`config.mk`:
```
export PLATFORM = sky130hd
export DESIGN_NAME = sha256_pad
export DESIGN_NICKNAME = d
export VERILOG_FILES = /design/src/rtl/sha256_pad.sv
export SDC_FILE = /design/constraint.sdc
export NUM_CORES = 1
export LEC_CHECK = 0
export BUFFER_PORTS_ARGS = -buffer_cell sky130_fd_sc_hd__buf_2
export CORE_ASPECT_RATIO = 0.6
export CORE_MARGIN = 2
export CORE_UTILIZATION = 48
export CTS_BUF_LIST = sky130_fd_sc_hd__clkbuf_8
export DETAILED_ROUTE_END_ITERATION = 16
export PLACE_DENSITY = 0.76
export SYNTH_ARGS = -nofsm -noshare
export SYNTH_HDL_FRONTEND = slang
export SYNTH_SLANG_ARGS = --single-unit
```
`constraint.sdc`:
```
create_clock -name clk -period 2.6 [get_ports clk]
set_input_delay 0.52 -clock clk [delete_from_list [all_inputs] [get_ports clk]]
set_output_delay 0.52 -clock clk [all_outputs]
set_load 0.05 [all_outputs]
```
`src/rtl/sha256_pad.sv`:
```
// SHA-256 message padder.
// Reads an NUM_OF_WORDS-word message from a synchronous RAM and streams it
// out one 32-bit word at a time with SHA-256 padding appended: a single '1'
// bit (0x80000000 word), zero fill, then the 64-bit big-endian bit length.
// The output is grouped into 512-bit blocks of 16 words.
//
// Ports:
//   clk, reset      - single clock, synchronous active-high reset
//   start           - request to pad; only honoured while idle
//   message_addr    - word address of message word 0, latched on start
//   mem_clk/mem_we  - RAM clock (equal to clk) and write enable (always 0)
//   mem_addr        - RAM read address, base + word index (wraps at 2^16)
//   mem_read_data   - RAM read data, one cycle after the address is sampled
//   out_valid/out_ready/out_data - padded word stream with handshake
//   out_idx         - word position within its 512-bit block
//   out_last_blk    - word belongs to the final block
//   done            - one-cycle pulse after the last word is accepted
module sha256_pad #(
    parameter int NUM_OF_WORDS = 20
) (
    input  logic        clk,
    input  logic        reset,
    input  logic        start,
    input  logic [15:0] message_addr,
    output logic        mem_clk,
    output logic        mem_we,
    output logic [15:0] mem_addr,
    input  logic [31:0] mem_read_data,
    output logic        out_valid,
    input  logic        out_ready,
    output logic [31:0] out_data,
    output logic [3:0]  out_idx,
    output logic        out_last_blk,
    output logic        done
);

    // Room for the 0x80000000 word plus the two length words forces the +18.
    localparam int NB = (NUM_OF_WORDS + 18) / 16;
    localparam int T  = 16 * NB;

    localparam logic [12:0] N_G    = 13'(NUM_OF_WORDS);
    localparam logic [12:0] LAST_G = 13'(T - 1);
    localparam logic [12:0] LBLK_G = 13'(T - 16);
    localparam logic [31:0] LEN_BITS = 32'(NUM_OF_WORDS) * 32'd32;

    localparam logic [2:0] IDLE    = 3'd0;
    localparam logic [2:0] RD_REQ  = 3'd1;
    localparam logic [2:0] RD_WAIT = 3'd2;
    localparam logic [2:0] OUT     = 3'd3;
    localparam logic [2:0] DONE    = 3'd4;

    logic [2:0]  state;
    logic [12:0] g;
    logic [12:0] g_nxt;
    logic [15:0] base;

    // Padding content for any index past the message body.
    function automatic logic [31:0] pad_word(input logic [12:0] idx);
        if (idx == N_G)
            return 32'h8000_0000;
        else if (idx == LAST_G)
            return LEN_BITS;
        else
            return 32'h0;
    endfunction

    assign g_nxt    = g + 13'd1;
    assign mem_clk  = clk;
    assign mem_we   = 1'b0;
    assign mem_addr = base + {3'b000, g};

    assign out_valid    = (state == OUT);
    assign done         = (state == DONE);
    assign out_idx      = g[3:0];
    assign out_last_blk = out_valid && (g >= LBLK_G);

    always_ff @(posedge clk) begin
        if (reset) begin
            state    <= IDLE;
            g        <= '0;
            base     <= '0;
            out_data <= '0;
        end else begin
            case (state)
                IDLE: begin
                    if (start) begin
                        base  <= message_addr;
                        g     <= '0;
                        state <= RD_REQ;
                    end
                end
                RD_REQ:  state <= RD_WAIT;
                RD_WAIT: begin
                    out_data <= mem_read_data;
                    state    <= OUT;
                end
                OUT: begin
                    if (out_ready) begin
                        if (g == LAST_G) begin
                            state <= DONE;
                        end else begin
                            g <= g_nxt;
                            // Message words go back through the RAM; pad
                            // words are generated directly without a read.
                            if (g_nxt < N_G)
                                state <= RD_REQ;
                            else
                                out_data <= pad_word(g_nxt);
                        end
                    end
                end
                DONE:    state <= IDLE;
                default: state <= IDLE;
            endcase
        end
    end

endmodule

```
==> Yosys cells after proc, flatten, opt, wreduce, memory -nomap -nowiden <==
Cells that the tools add are included.
{ "totals": {"reg_bits": 64, "in_bits": 52, "word_cells": 43} }
{ "op_classes": {"add_sub_neg": 2, "n_lt_le_gt_ge": 2, "n_eq_ne": 12, "n_mux": 15, "n_reduce_logical": 8} }
{ "op_table": {"columns": ["cell", "count"], "rows": [
  ["2-to-1 mux 32 bit", 4],
  ["one-hot mux 32 bit (2 select lines)", 1],
  ["== test 13 x 5 -> 1 bit (second input constant)", 3],
  ["2-to-1 mux 13 bit", 3],
  ["one-hot mux 13 bit (2 select lines)", 1],
  ["adder 16 x 13 -> 16 bit", 1],
  ["adder 13 x 1 -> 13 bit (second input constant)", 1],
  [">= comparator 13 x 5 -> 1 bit (second input constant)", 1],
  ["less-than comparator 13 x 5 -> 1 bit (second input constant)", 1],
  ["2-to-1 mux 3 bit", 4],
  ["one-hot mux 3 bit (4 select lines)", 1],
  ["2-to-1 mux 10 bit", 1],
  ["AND reduction 4 bit", 2],
  ["== test 3 x 2 -> 1 bit (second input constant)", 2],
  ["!= test 2 bit (second input constant)", 3],
  ["nonzero test 2 bit", 2],
  ["== test 3 x 1 -> 1 bit (second input constant)", 1],
  ["== test 3 bit (second input constant)", 1],
  ["logical NOT 3 bit", 1],
  ["!= test 3 x 1 -> 1 bit (second input constant)", 1],
  ["AND reduction 3 bit", 1],
  ["!= test 2 x 1 -> 1 bit (second input constant)", 1],
  ["AND reduction 2 bit", 1],
  ["logical AND 1 bit", 1]
]} }

==> Logic depth before layout (Yosys ltp) <==
Gate-level depths: netlist (run 1).
{ "depth": {"depth_word": 8, "ltp_mapped": 11} }

==> out/qor.txt, run 1 <==
vias in the first global route -> 3444
Die Ht -> 69.6 um
largest family of logic cells by synthesized area -> compound AO/OA/AOI/OAI gates
Synth warnings -> 0
RSZ-0062 raised after global routing -> yes
DRC violations left -> 3
xor and xnor area share after synthesis -> 4.08%
Mapped Area -> 3440 um2
die area -> 7880 um2
Max VDD drop -> 552 uV
Final Hold Fails -> 0
DRT iter0 DRCs -> 200
row count -> 23
Die Wd -> 113 um
worst stage delay on the critical path -> 0.38 ns
Post-Layout Cell Count -> 647
multiplexer share of the synthesized area -> 0.582%
Max Slew Vio Count -> 0
proportion of netlist area held by the largest area contributor -> 37.3%
DP HPWL -> 6.72 mm
asr flop ratio synth -> 0%
Clk pwr share -> 38.6%
Critical Path Sink -> mem_addr[12]
sw frac -> 34.2%
drt via density -> 5.69
PD cells -> 562 nW/um2
fin area -> 5050 um2
CP required -> 2.08 ns
share of cells above drive strength 1 -> 42.5%
Post-synth top cells -> dfxtp_1, nor2_1, nand2_1, a21oi_1, a22oi_1
period utilization -> 124%
Post-synth EDFFs -> 0
syn_area_per_cell -> 8.25 um2
Post-Place Cells -> 614
P_leak -> 2.32 nW
Post-DP Area -> 4330 um2
sequential area share after synthesis -> 37.3%
pre-CTS WS -> -0.492 ns
adder-cell area share of the yosys netlist -> 6.77%
first-pass GRT wire length -> 16.3 mm
setup_tns -> -4.81 ns
Startpoint Class -> flip-flop
Antenna Cells -> 0
CTS clk-pin slew, worst paths -> 0.08 ns
Top-Level Pins -> 109
P_int -> 1.87 mW
core area -> 6790 um2
# setup viols final -> 11
RD Place Congestion -> 0.825
Crit Path Max Fanout -> 2
largest net degree at the start of global routing -> 34
Worst R2R Start -> g[1]
Comb power frac -> 23.2%
Post-Syn Instances -> 417
routed wire length -> 10.4 mm
area occupied by registers -> 1300 um2
Worst setup EP type -> output port
Fmax achieved -> 309 MHz
flops & latches, synth -> 64
IO Port Bufs -> 107
flop2flop setup slack -> 0.04 ns
most common cell in the netlist -> dfxtp_1
vias post-DR -> 3680
Compound-Gate Fraction of Synth Area -> 22.9%
Slew @ Worst Pin -> 0.750 ns
worst-skew pair later-pin latency -> 0.47 ns
Simple-Gate Fraction of Synth Area -> 21.8%
CP startpoint -> g[0]
Synth area leaders -> dfxtp_1, a22oi_1, ha_1, a21oi_1, nor2_1
crit path cell chain -> ha_4, inv_2, fa_2, nor2b_2, o31a_1, nor4_4, o31ai_4, buf_4, a21oi_4, xnor2_4, buf_6
initial antenna violation count -> 0
final-stage net count -> 625
GRT overflow -> 0
critical path class -> reg -> out
Starting Density -> 50.6%
leading area contributor after synthesis -> dfxtp_1
Filler Cell Count -> 515
WL/cell -> 16.1 um
R2R Path End -> out_data[27]
failing checks -> DRC, setup timing
Distinct cells, synth -> 56
area of the multi-input gates -> 2310 um2
Tot Pwr -> 2.84 mW
worst reg-to-reg path cell count -> 12
fin crit period -> 3.23 ns
net count after synthesis -> 487
clk_skew -> 0.0103 ns
Slew headroom -> 49.9%
post-route ant nets -> 0
DR pass1 iterations -> 11
maxcap violations -> 0
GRT Overall Usage -> 25.8%
Area Overhead vs Synth -> 46.9%
slowest CP cell -> nor4_4
switching pwr -> 971 uW
status -> finished, violations left
sequential power share -> 38.2%
Hold Crit Class -> in -> reg
final setup margin -> -0.633 ns
Worst Path Arrival -> 2.71 ns
CTS tree -> built
commonest register cell after synthesis -> dfxtp_1
## cells by family after synthesis
group           Yosys count
xor+xnor                 16
mux                       2
fa+ha+maj                18
simple gates            155
buf+inv                  45
flops                    64
other cells               1
compound gates          116
## repair_timing
| action | 4_1_cts | 5_1_grt |
|---|---|---|
| setup endpoints to repair | 12 | 46 |
| pin swaps | 15 | 16 |
| hold buffers | 0 | 0 |
| buffers inserted | 9 | 10 |
| hold endpoints to repair | 0 | 0 |
| resized for setup | 56 | 29 |
## final cells by class
type	count	area share (%)
inverters	10	0.743
repair buffers	158	20.7
clock inverters	5	1.06
clock buffers	15	3.91
flip-flops and latches	64	25.7
well taps	87	2.15
multi-input cells	308	45.8
## power by group through the flow
stage	Sequential (mW)	Clock (mW)	Combinational, mW
finish	1.08	1.10	0.658
floorplan	1.22	0.0829	0.322
detailed placement	1.10	0.0734	0.598
global placement	1.10	0.0734	0.588
global route	1.09	1.16	0.702
CTS	1.08	1.11	0.632
## how the worst min path moves through the flow
stage / endpoint / start / depth (start not counted)
after CTS: base[4] / message_addr[4] / 3
after detailed placement: base[12] / base[12] / 2
after global placement: base[12] / base[12] / 2
after floorplan: base[10] / base[10] / 2
after global routing: base[4] / message_addr[4] / 3
final: base[4] / message_addr[4] / 3
## registers in the layout (all words and copies together) (netlist names)
name,cells
state,3
base,16
g,13
out_data,32
## critical path: cells and delay by family, from the launching register on
family | cells | cell delay, ns
AOI/OAI and AO/OA | 3 | 0.59
and+or+nand+nor | 2 | 0.43
buffers and inverters | 3 | 0.38
adders and majority gates | 2 | 0.36
DFF | 1 | 0.35
xor gates and xnor gates | 1 | 0.13
## metrics by stage
| stage | util (%) | hold WS [ns] |
|---|---|---|
| finish | 74.4 | 0.272 |
| global route | 74.4 | 0.278 |
| CTS | 71.4 | 0.270 |
| detailed placement | 63.7 | 0.457 |
| global placement | 63.7 | 0.448 |
| floorplan | - | 0.440 |
## layout by cell type, fill, tap and decap left out, types with 3 or more instances in the layout
master    instances
a211oi_1          8
a21o_1            3
a21oi_1          33
a21oi_4           4
a22oi_1          29
a31oi_1           5
and3_1            4
and4_1            3
buf_2            95
buf_4            41
buf_6            22
clkbuf_8         14
dfxtp_1          54
dfxtp_2           9
ha_1             11
ha_4              6
inv_1             9
nand2_1          44
nand3_1          14
nand3b_1          3
nand4_1           4
nor2_1           48
nor2b_1           4
nor3_1            7
o21ai_0           6
o21bai_1          3
xnor2_2           4
xnor2_4           3
xor2_1            3
xor2_2            4
## routing by layer
| metal | share of wire, % | vias up | GRT usage, % |
|---|---|---|---|
| met1 | 44 | 1728 | 33.9 |
| met2 | 46 | 170 | 39.6 |
| met5 | 0 | - | 0 |
| li1 | - | 1755 | - |
| met3 | 7.7 | 27 | 7.52 |
| met4 | 1.8 | 0 | 11.2 |
(Power assumes the default switching activity.)
==> run 2, diff against run 1 <==
CORE_UTILIZATION = 38   (was 48)
PLACE_DENSITY = 0.62   (was 0.76)
==> out/qor.txt, run 2 (same netlist as run 1, synthesis figures left out) <==
status -> finished, violations left
failing checks -> setup timing
maxcap violations -> 0 (unchanged)
die area -> 9850 um2 (+25%)
Crit Path Max Fanout -> 2 (unchanged)
WL/cell -> 14.7 um (-8.8%)
Startpoint Class -> flip-flop
Worst setup EP type -> output port
final setup margin -> -0.573 ns (+0.0598 ns)
register with the most flip-flops -> out_data
Final Hold Fails -> 0 (unchanged)
GRT overflow -> 0 (unchanged)
gr busiest metal -> met1
row count -> 26 (+13%)
PD cells -> 561 nW/um2 (-0.10%)
Worst Path Arrival -> 2.65 ns (-0.06 ns)
P_int -> 1.81 mW (-3.3%)
Area Overhead vs Synth -> 43.3%
Die Wd -> 127 um (+12%)
CTS tree -> built
switching pwr -> 960 uW (-1.2%)
share of cells above drive strength 1 -> 40.3% (-2.2 points)
pre-CTS WS -> -0.403 ns (+0.0884 ns)
DP HPWL -> 6.80 mm (+1.1%)
Hold Crit Class -> in -> reg
sequential power share -> 39.1% (+0.9 points)
GR met2 Demand/Resource -> 28.1% (-11 points)
commonest non-fill, non-tap cells in the layout -> buf_2, dfxtp_1, nor2_1
P_leak -> 2.23 nW (-3.7%)
DRC violations left -> 0 (-3)
RD Place Congestion -> 0.841 (+1.9%)
core area -> 8650 um2 (+27%)
GRT Overall Usage -> 20.0% (-5.8 points)
worst-skew pair later-pin latency -> 0.45 ns (-0.02 ns)
Comb power frac -> 23.1% (about the same)
max reg flops -> 32 (unchanged)
commonest non-fill, non-tap cell in the layout -> buf_2
CP required -> 2.08 ns (about the same)
biggest regs -> out_data: 32 flops, base: 16 flops, g: 13 flops
fin area -> 4930 um2 (-2.5%)
fin crit period -> 3.17 ns (-0.0598 ns)
met3 usage -> 6.62% (-0.90 points)
GRT met1 Usage -> 28.6% (-5.4 points)
Slew headroom -> 55.4% (+5.6 points)
routed wire length -> 9.81 mm (-6.1%)
Die Ht -> 77.7 um (+12%)
# setup viols final -> 11 (unchanged)
vias post-DR -> 3483 (-5.4%)
vias in the first global route -> 3195 (-7.2%)
Top-Level Pins -> 109 (unchanged)
CTS clk-pin slew, worst paths -> 0.07 ns (about the same)
RSZ-0062 raised after global routing -> yes
Starting Density -> 39.7% (-11 points)
Slew @ Worst Pin -> 0.667 ns (-0.0833 ns)
IO Port Bufs -> 107 (unchanged)
sw frac -> 34.7% (+0.48 points)
critical path class -> reg -> out
Hold WS -> 0.292 ns (+0.0192 ns)
initial antenna violation count -> 0 (unchanged)
Post-DP Area -> 4370 um2 (+1.1%)
Max Slew Vio Count -> 0 (unchanged)
drt via density -> 5.23 (-8.1%)
final-stage net count -> 619 (-0.96%)
Clk pwr share -> 37.8% (-0.8 points)
Fmax achieved -> 315 MHz (+1.9%)
Antenna Cells -> 0 (unchanged)
DRT iter0 DRCs -> 257 (+28%)
post-route ant nets -> 0 (unchanged)
Post-Layout Cell Count -> 666 (+2.9%)
largest net degree at the start of global routing -> 35 (+2.9%)
Filler Cell Count -> 771 (+50%)
first-pass GRT wire length -> 15.7 mm (-3.7%)
area of the multi-input gates -> 2250 um2 (-2.7%)
period utilization -> 122% (-2.3 points)
area occupied by registers -> 1290 um2 (-0.39%)
Post-Place Cells -> 641 (+4.4%)
Max VDD drop -> 455 uV (-18%)
clk_skew -> 0.00913 ns (-0.00112 ns)
DR pass1 iterations -> 5 (-6)
==> run 2: changes by cell type in the layout (fill, tap and decap cells not counted), moves of 3 or more <==
cell	previous run	this run
buf_4	41	44
buf_6	22	12
clkinvlp_4	1	4
dfxtp_1	54	58
dfxtp_2	9	5
==> run 2: worst paths after layout <==
path              cells past startpoint             from            to  slack [ns]
setup / recovery                     11             g[0]  mem_addr[12]       -0.57
hold reg to reg                       2          base[4]       base[4]        0.46
setup reg to reg                      9             g[0]  out_data[31]        0.19
hold / removal                        3  message_addr[3]       base[3]        0.29
==> run 2: power by group through the flow <==
| stage | clock network, mW | registers, mW | logic [mW] |
|---|---|---|---|
| CTS | 1.08 | 1.08 | 0.629 |
| finish | 1.05 | 1.08 | 0.639 |
| detailed placement | 0.0734 | 1.10 | 0.607 |
| global placement | 0.0734 | 1.10 | 0.602 |
| global route | 1.13 | 1.09 | 0.687 |
| floorplan | 0.0829 | 1.22 | 0.322 |
==> run 2: critical path: stages, from the launching register on <==
cell and delay [ns]:
dfxtp_4 0.35, ha_4 0.16, inv_2 0.05, fa_2 0.20
nor2b_2 0.04, o31a_1 0.34, nor4_4 0.30, o31ai_4 0.11
buf_4 0.16, a21oi_4 0.17, xnor2_4 0.14, buf_6 0.17
==> run 2: what timing repair did <==
item,4_1_cts,5_1_grt
setup endpoints to repair,12,16
pin swaps,12,8
resized for setup,42,19
setup buffers,7,2
hold buffers,0,0
==> run 2: per-stage QoR <==
stage          total power, mW  setup TNS, ns  util [%]
3_5_place_dp              1.78          -1.96      50.5
5_1_grt                   2.91          -6.13      56.9
4_1_cts                   2.79          -4.67      55.8
2_1_floorplan             1.63         -0.228         -
3_3_place_gp              1.78          -1.40      50.5
6_report                  2.77          -4.34      56.9
==> run 2: metal layers <==
metal | vias up | wire [um]
met3 | 12 | 587
met4 | 0 | 115
met2 | 89 | 4260
met5 | - | 0
met1 | 1634 | 4850
li1 | 1748 | -
==> run 2: area by class of cell <==
class	count	area share (%)
Multi-Input combinational cell	308	45.7
Clock inverter	7	1.45
Sequential cell	64	26.2
Timing Repair Buffer	152	19.6
Tap cell	112	2.84
Inverter	10	0.762
Clock buffer	13	3.45
==> run 3, diff against run 2 <==
CORE_UTILIZATION = 35   (was 38)
PLACE_DENSITY = 0.55   (was 0.62)
clock period = 3.4 ns   (was 2.6 ns; I/O delays follow)
==> out/qor.txt, run 3 (same netlist as run 1, synthesis figures left out) <==
Worst Path Arrival -> 2.64 ns (about the same)
GRT Overall Usage -> 17.6% (-2.5 points)
CP bufs+invs -> 2 (-1)
register with the most flip-flops -> out_data
Area Overhead vs Synth -> 28.2%
share of cells above drive strength 1 -> 31.3% (-9.0 points)
WL/cell -> 14.3 um (-3.2%)
GRT overflow -> 0 (unchanged)
critical path class -> reg -> out
first-pass GRT wire length -> 14.7 mm (-5.9%)
largest net degree at the start of global routing -> 40 (+14%)
delay-heaviest family, CP -> adder cells
CP startpoint -> g[0]
PD cells -> 486 nW/um2 (-13%)
status -> finished, final reports clean
initial antenna violation count -> 0 (unchanged)
DR pass1 iterations -> 5 (unchanged)
slowest CP cell -> fa_2
DRC violations left -> 0 (unchanged)
Tot Pwr -> 2.14 mW (-23%)
clk_skew -> 0.00827 ns (-0.000858 ns)
Die Wd -> 132 um (+4.1%)
commonest non-fill, non-tap cell in the layout -> buf_2
RD Place Congestion -> 0.864 (+2.8%)
Slew headroom -> 50.3% (-5.1 points)
maxcap violations -> 0 (unchanged)
CP required -> 2.72 ns (+0.64 ns)
CTS clk-pin slew, worst paths -> 0.07 ns (about the same)
DP HPWL -> 6.76 mm (-0.59%)
Hold Crit Class -> reg -> reg
Top-Level Pins -> 109 (unchanged)
Slew @ Worst Pin -> 0.745 ns (+0.0783 ns)
Worst R2R Start -> g[1]
Die Ht -> 80.8 um (+4.0%)
fin crit period -> 3.32 ns
crit path cell chain -> ha_4, inv_2, fa_2, nor2b_2, o31a_1, nor4_4, nor3b_2, a31oi_1, xnor2_1, buf_4
core area -> 9360 um2 (+8.1%)
RSZ-0062 raised after global routing -> yes
Fmax achieved -> 301 MHz
biggest regs -> out_data: 32 flops, base: 16 flops, g: 13 flops
CTS tree -> built
routed wire length -> 9.28 mm (-5.4%)
DRT iter0 DRCs -> 185 (-28%)
die area -> 10700 um2 (+8.2%)
worst stage delay on the critical path -> 0.36 ns (about the same)
Max VDD drop -> 417 uV (-8.3%)
worst-skew pair later-pin latency -> 0.44 ns (about the same)
setup_tns -> 0 ns (+4.34 ns)
final-stage net count -> 586 (-5.3%)
max reg flops -> 32 (unchanged)
commonest non-fill, non-tap cells in the layout -> buf_2, dfxtp_1, nor2_1
Starting Density -> 36.7% (-3.0 points)
vias in the first global route -> 3066 (-4.0%)
IO Port Bufs -> 107 (unchanged)
row count -> 27 (+3.8%)
Final Hold Fails -> 0 (unchanged)
P_leak -> 2.01 nW (-9.8%)
Startpoint Class -> flip-flop
post-route ant nets -> 0 (unchanged)
period utilization -> 97.6%
Crit Path Max Fanout -> 3 (+1)
drt via density -> 5.11 (-2.2%)
Antenna Cells -> 0 (unchanged)
vias post-DR -> 3329 (-4.4%)
# hold bufs at CTS -> 0 (unchanged)
Max Slew Vio Count -> 0 (unchanged)
Hold Startpoint -> base[3]
Worst setup EP type -> output port
# setup viols final -> 0 (-11)
## run 3: power by group
part	internal [mW]	switching [mW]
Clock	0.512	0.367
Combinational	0.130	0.308
Sequential	0.795	0.0296
## run 3: worst paths after layout
kind | depth (start not counted) | endpoint | slack [ns]
setup / recovery | 10 | mem_addr[10] | 0.08
hold / removal | 2 | base[3] | 0.46
setup reg to reg | 9 | out_data[31] | 0.64
hold reg to reg | 2 | base[3] | 0.46
## run 3: stage by stage
step                      hold WS, ns  instances  util, %  worst slack (ns)  area [um2]
after floorplan                 0.440        417        -            0.0151        3440
after global placement          0.450        631     43.2             0.251        4040
after detailed placement        0.452        631     43.2             0.205        4040
after CTS                       0.438        650     46.9            0.0578        4380
after global routing            0.445        651     47.1           -0.0917        4410
final                           0.465        651     47.1            0.0818        4410
## run 3: timing repair
item / 4_1_cts / 5_1_grt
pin swaps: 6 / 4
setup buffers: 1 / 1
endpoints found under the setup margin: 6 / 6
resized for setup: 19 / 5
## run 3: metal layers
layer,vias to the layer above,wire [um],GRT usage (%)
met5,-,0,0
met3,7,549,5.93
met4,0,85,6.74
li1,1690,-,-
met1,1528,4840,24.6
met2,104,3800,24.9
## run 3: tightest hold or removal path, cell delays in order, from the launching register on
cell and delay, ns:
dfxtp_1 0.32, nand2_1 0.05, a21oi_1 0.05
## run 3: cell type report
| type | count | area (um2) |
|---|---|---|
| multi-input combinational | 308 | 2010 |
| clock inverter | 6 | 82.6 |
| sequential | 64 | 1280 |
| clock buffer | 14 | 184 |
| tap | 130 | 163 |
| timing repair buffer | 119 | 641 |
| fill | 974 | 4950 |
| inverter | 10 | 37.5 |
